### src/rtl/led_rgb_status_pwm.sv
// led_rgb_status_pwm
// Registered, dimmable RGB status indicator for the calculator result display.
// Green shows a valid result, red shows an error. Both colours are PWM-dimmed,
// the error colour additionally blinks, and the error verdict stays latched
// for as long as the calculator remains in its result-display state.
//
// Handshake: none. error and estado are plain levels sampled on every clk
// edge; out is a registered level that follows them two edges later.
module led_rgb_status_pwm #(
    parameter int                 STATE_W    = 2,
    parameter logic [STATE_W-1:0] SHOW_STATE = STATE_W'(3),
    parameter int                 PWM_W      = 8,
    parameter int                 DUTY       = 64,
    parameter int                 BLINK_HALF = 12_500_000,
    parameter logic [2:0]         COLOR_OK   = 3'b010,
    parameter logic [2:0]         COLOR_ERR  = 3'b100
) (
    input  logic               clk,
    input  logic               reset_n,
    input  logic               error,
    input  logic [STATE_W-1:0] estado,
    output logic [2:0]         out
);

    // A blink half-period of one cycle still needs a one-bit counter.
    localparam int                 BLINK_W    = (BLINK_HALF > 1) ? $clog2(BLINK_HALF) : 1;
    localparam logic [BLINK_W-1:0] BLINK_LAST = BLINK_W'(BLINK_HALF - 1);
    localparam logic [PWM_W-1:0]   DUTY_V     = PWM_W'(DUTY);
    // An all-ones duty means "always on"; a plain compare would drop one cycle.
    localparam logic               DUTY_FULL  = (DUTY == (2 ** PWM_W) - 1);

    typedef enum logic [1:0] {
        ST_OFF = 2'd0,
        ST_OK  = 2'd1,
        ST_ERR = 2'd2
    } state_t;

    state_t             state;
    logic [PWM_W-1:0]   pwm_cnt;
    logic [BLINK_W-1:0] blink_cnt;
    logic               blink_on;
    logic               pwm_on;
    logic               showing;

    assign showing = (estado == SHOW_STATE);

    // PWM gate derived from the current counter value.
    always_comb begin
        pwm_on = 1'b0;
        if (DUTY_FULL) begin
            pwm_on = 1'b1;
        end else begin
            pwm_on = (pwm_cnt < DUTY_V);
        end
    end

    // Free-running PWM counter; only reset_n restarts it.
    always_ff @(posedge clk or negedge reset_n) begin
        if (!reset_n) begin
            pwm_cnt <= '0;
        end else begin
            pwm_cnt <= pwm_cnt + PWM_W'(1);
        end
    end

    // Result-state FSM with the blink timer; leaving ERR or entering it
    // always leaves the timer at the start of a lit phase.
    always_ff @(posedge clk or negedge reset_n) begin
        if (!reset_n) begin
            state     <= ST_OFF;
            blink_cnt <= '0;
            blink_on  <= 1'b1;
        end else begin
            case (state)
                ST_OFF: begin
                    blink_cnt <= '0;
                    blink_on  <= 1'b1;
                    if (showing) begin
                        state <= error ? ST_ERR : ST_OK;
                    end
                end
                ST_OK: begin
                    blink_cnt <= '0;
                    blink_on  <= 1'b1;
                    // Leaving the display state wins over a rising error.
                    if (!showing) begin
                        state <= ST_OFF;
                    end else if (error) begin
                        state <= ST_ERR;
                    end
                end
                ST_ERR: begin
                    // Error is sticky: only leaving the display state exits.
                    if (!showing) begin
                        state     <= ST_OFF;
                        blink_cnt <= '0;
                        blink_on  <= 1'b1;
                    end else if (blink_cnt == BLINK_LAST) begin
                        blink_cnt <= '0;
                        blink_on  <= ~blink_on;
                    end else begin
                        blink_cnt <= blink_cnt + BLINK_W'(1);
                    end
                end
                default: begin
                    state     <= ST_OFF;
                    blink_cnt <= '0;
                    blink_on  <= 1'b1;
                end
            endcase
        end
    end

    // LED drive register, loaded every edge from the pre-edge state and gates.
    always_ff @(posedge clk or negedge reset_n) begin
        if (!reset_n) begin
            out <= 3'b000;
        end else begin
            case (state)
                ST_OK:   out <= COLOR_OK & {3{pwm_on}};
                ST_ERR:  out <= COLOR_ERR & {3{pwm_on & blink_on}};
                default: out <= 3'b000;
            endcase
        end
    end

endmodule

### config.mk
export PLATFORM = sky130hd
export DESIGN_NAME = led_rgb_status_pwm
export DESIGN_NICKNAME = d
export VERILOG_FILES = /design/src/rtl/led_rgb_status_pwm.sv
export SDC_FILE = /design/constraint.sdc
export NUM_CORES = 1
export LEC_CHECK = 0
export ABC_AREA = 1
export CAP_MARGIN = 25
export CORE_MARGIN = 2
export CORE_UTILIZATION = 27
export CTS_BUF_LIST = sky130_fd_sc_hd__clkbuf_8
export DETAILED_ROUTE_END_ITERATION = 12
export PLACE_DENSITY = 0.49
export SYNTH_ARGS = -nofsm -noshare
export SYNTH_HDL_FRONTEND = slang
export SYNTH_SLANG_ARGS = --single-unit
### constraint.sdc
create_clock -name clk -period 4.1 [get_ports clk]
set_input_delay 0.615 -clock clk [delete_from_list [all_inputs] [get_ports clk]]
set_output_delay 0.615 -clock clk [all_outputs]
set_load 0.01 [all_outputs]
==> impl_metrics.csv <==
group,metric,value,unit
routing,finalWirelength,3.96,mm
setup_path,critPathBufInv,1,
clock_network,cts_root_buf,"clkbuf_8",
setup_path,crit_path_top_delay_cell,"clkdlybuf4s50_1",
timing,finalClockSkew,0.00563,ns
logic_synthesis,synth.area.top_cells,"dfrtp_1, nand2_1, nor2_1, inv_1, nand3_1",
logic_synthesis,muxShareOfSynthArea,0,
layout,finalNetCount,279,
setup_path,rr_worst_depth,6,
timing,hold_violations,0,
routing,drt_iter0_markers,96,
clock_network,cts_setup_buffers,0,
timing,drv_slew,0,
setup_path,max_stage_delay,0.53,ns
layout,drive_gt1_frac,0.0667,
setup_path,start_kind,"flop",
routing,num_vias,1551,
placement,placed_cell_area,2140,um2
layout,final_util,0.310,
power_and_ir_drop,vdd_drop_max,189,uV
logic_synthesis,ys_ff_latch,37,
setup_path,cp.required,3.48,ns
global_routing,grt_pass1_wl,7.00,mm
setup_path,worstPathCellList,"clkdlybuf4s50_1",
setup_path,cp.depth,1,
global_routing,grt_max_degree,38,
setup_path,worstSetupPathType,"reg2out",
logic_synthesis,synth_xor_area_frac,0.0576,
layout,stdcell_area,2230,um2
setup_path,path_max_fanout,1,
power_and_ir_drop,power_leakage,0.972,nW
layout,fillers,791,
clock_network,cts_buffers,5,
setup_path,cp_data_arrival_time,1.16,ns
clock_network,insertion_delay,0.29,ns
logic_synthesis,yosys.area_share.simple,0.323,
global_routing,grt-ovfl-total,0,
min_path,hold_path_class,"in2async",
flow_run,max-cap-violations,0,
routing,drc,0,
logic_synthesis,synth_fa_ha_area_frac,0.0316,
setup_path,cp-end-kind,"output port",
timing,setup_tns,0,ns
clock_network,ctsHtreeMaxLevel,2,
logic_synthesis,synth-compound-area-share,0.0468,
floorplanning,dieArea,8030,um2
logic_synthesis,netlist_instances,258,
logic_synthesis,yosys.area.top_type_share,0.455,
routing,firstDrtPassIters,4,
logic_synthesis,ys_types,25,
floorplanning,core,7180,um2
layout,syn_to_final_growth,12.5,%
floorplanning,die_w,89.6,um
layout,mostFrequentLayoutCells,"nand2_1, nor2_1, dfrtp_1, inv_1, nand3_1",
clock_network,clk_pin_slew,0.08,ns
outcome,outcome,"complete, no violations",
floorplanning,rows,31,
floorplanning,ios,8,
global_routing,grt_pass1_vias,1464,
placement,place_congestion,0.814,
logic_synthesis,ys_seq_area_frac,0.469,
timing,min_period_over_period,0.433,
floorplanning,initial_core_util,0.276,
clock_network,cts_buffer_depth,2,
timing,worst_pin_slew,0.838,ns
timing,fmax,0.563,GHz
layout,num_antenna_cells,0,
logic_synthesis,ys_warn_count,0,
placement,io_buffer_count,6,
clock_network,cts_resized,0,
placement,dp_hpwl,2.93,mm
routing,wl_per_cell,10.7,um
timing,grt_setup_unrepaired,"no",
timing,setup_viol,0,
timing,timing.slew.headroom,0.441,
routing,drtAntennaViolNets,0,
clock_network,cts_tree,"done",
layout,layout.cells.most_common,"nand2_1",
logic_synthesis,synth.cell_area,1980,um2
setup_path,crit_family,"buffers and inverters",
logic_synthesis,synthesis.nets,268,
timing,layout_min_cycle_time,1.78,ns
logic_synthesis,synth_top_cell_by_area,"dfrtp_1",
global_routing,antenna_found_initial,0,
clock_network,clock_sink_count,37,
clock_network,cts_hold_buf,0,
global_routing,track_usage,0.115,
power_and_ir_drop,p_per_area,361,nW/um2
logic_synthesis,syn_avg_cell_area,7.67,um2
floorplanning,die_h,89.6,um
logic_synthesis,synth_top_family_by_area,"simple AND/OR/NAND/NOR gates",
routing,viasPerCell,4.20,
-- worst register-to-register path: cells and delay by family, from the launching register on --
| kind | cells | cell delay, ns |
|---|---|---|
| flops | 1 | 0.38 |
| fa+ha+maj | 1 | 0.26 |
| simple gates | 4 | 0.57 |
| compound gates | 1 | 0.39 |
-- through the flow --
stage	setup slack, ns	power, W	hold WS, ns	cells
2_1_floorplan	2.68	0.000504	0.319	258
3_3_place_gp	2.16	0.000553	0.449	361
3_5_place_dp	2.12	0.000555	0.459	361
4_1_cts	2.30	0.000817	0.456	369
5_1_grt	2.18	0.000856	0.500	369
6_report	2.32	0.000803	0.412	369
-- cell usage after synthesis --
master and number:
a21oi_1 5, buf_4 1, buf_6 1, conb_1 1
dfrtp_1 36, dfstp_2 1, ha_1 5, inv_1 32
nand2_1 65, nand2_2 2, nand3_1 18, nand3_2 1
nand4_1 3, nor2_1 58, nor2_2 4, nor2_4 1
nor3_1 2, o211ai_1 1, o21a_1 1, o21ai_0 4
o21bai_1 1, o21bai_4 1, o22ai_1 1, xnor2_1 4
xor2_1 9
-- kinds of logic after synthesis --
kind of cell	count (synthesis)
xor+xnor	13
flops	37
fa+ha+maj	5
buf+inv	34
other cells	1
simple gates	154
compound gates	14
-- area by class of cell --
class / count / area [um2] / share of cell area
clock buffer: 5 / 68.8 / 0.0309
multi-input combinational: 187 / 912 / 0.410
sequential: 37 / 927 / 0.417
timing repair buffer: 6 / 55.1 / 0.0247
clock inverter: 3 / 18.8 / 0.00843
tap: 99 / 124 / 0.0556
inverter: 32 / 120 / 0.0540
-- worst paths after layout --
kind,start,end,slack [ns]
max in group asynchronous,reset_n,pwm_cnt[4],3.16
worst max register to register,blink_cnt[0],blink_cnt[11],2.40
worst max-delay path,out[1],out[1],2.32
worst min-delay path,reset_n,blink_cnt[14],0.41
min in group clk,pwm_cnt[0],pwm_cnt[0],0.46
worst min register to register,pwm_cnt[0],pwm_cnt[0],0.46
-- state kept, by name (all words and copies together), names as in the netlist --
name and flops:
blink_cnt 24, pwm_cnt 8, out 2, state 2
blink_on 1
-- power by group --
| group | internal, W | total (W) | switching, W |
|---|---|---|---|
| combinational | 0.0000560 | 0.000143 | 0.0000870 |
| clock | 0.000117 | 0.000259 | 0.000141 |
| sequential | 0.000389 | 0.000401 | 0.0000118 |
-- routing by layer --
layer	GRT usage	vias up	part of all wire
met4	0.0366	0	0.015
met2	0.176	19	0.45
met1	0.160	710	0.51
met5	0	-	0
met3	0.0274	7	0.025
li1	-	815	-
Note: power is estimated with default switching activity, not from simulation.
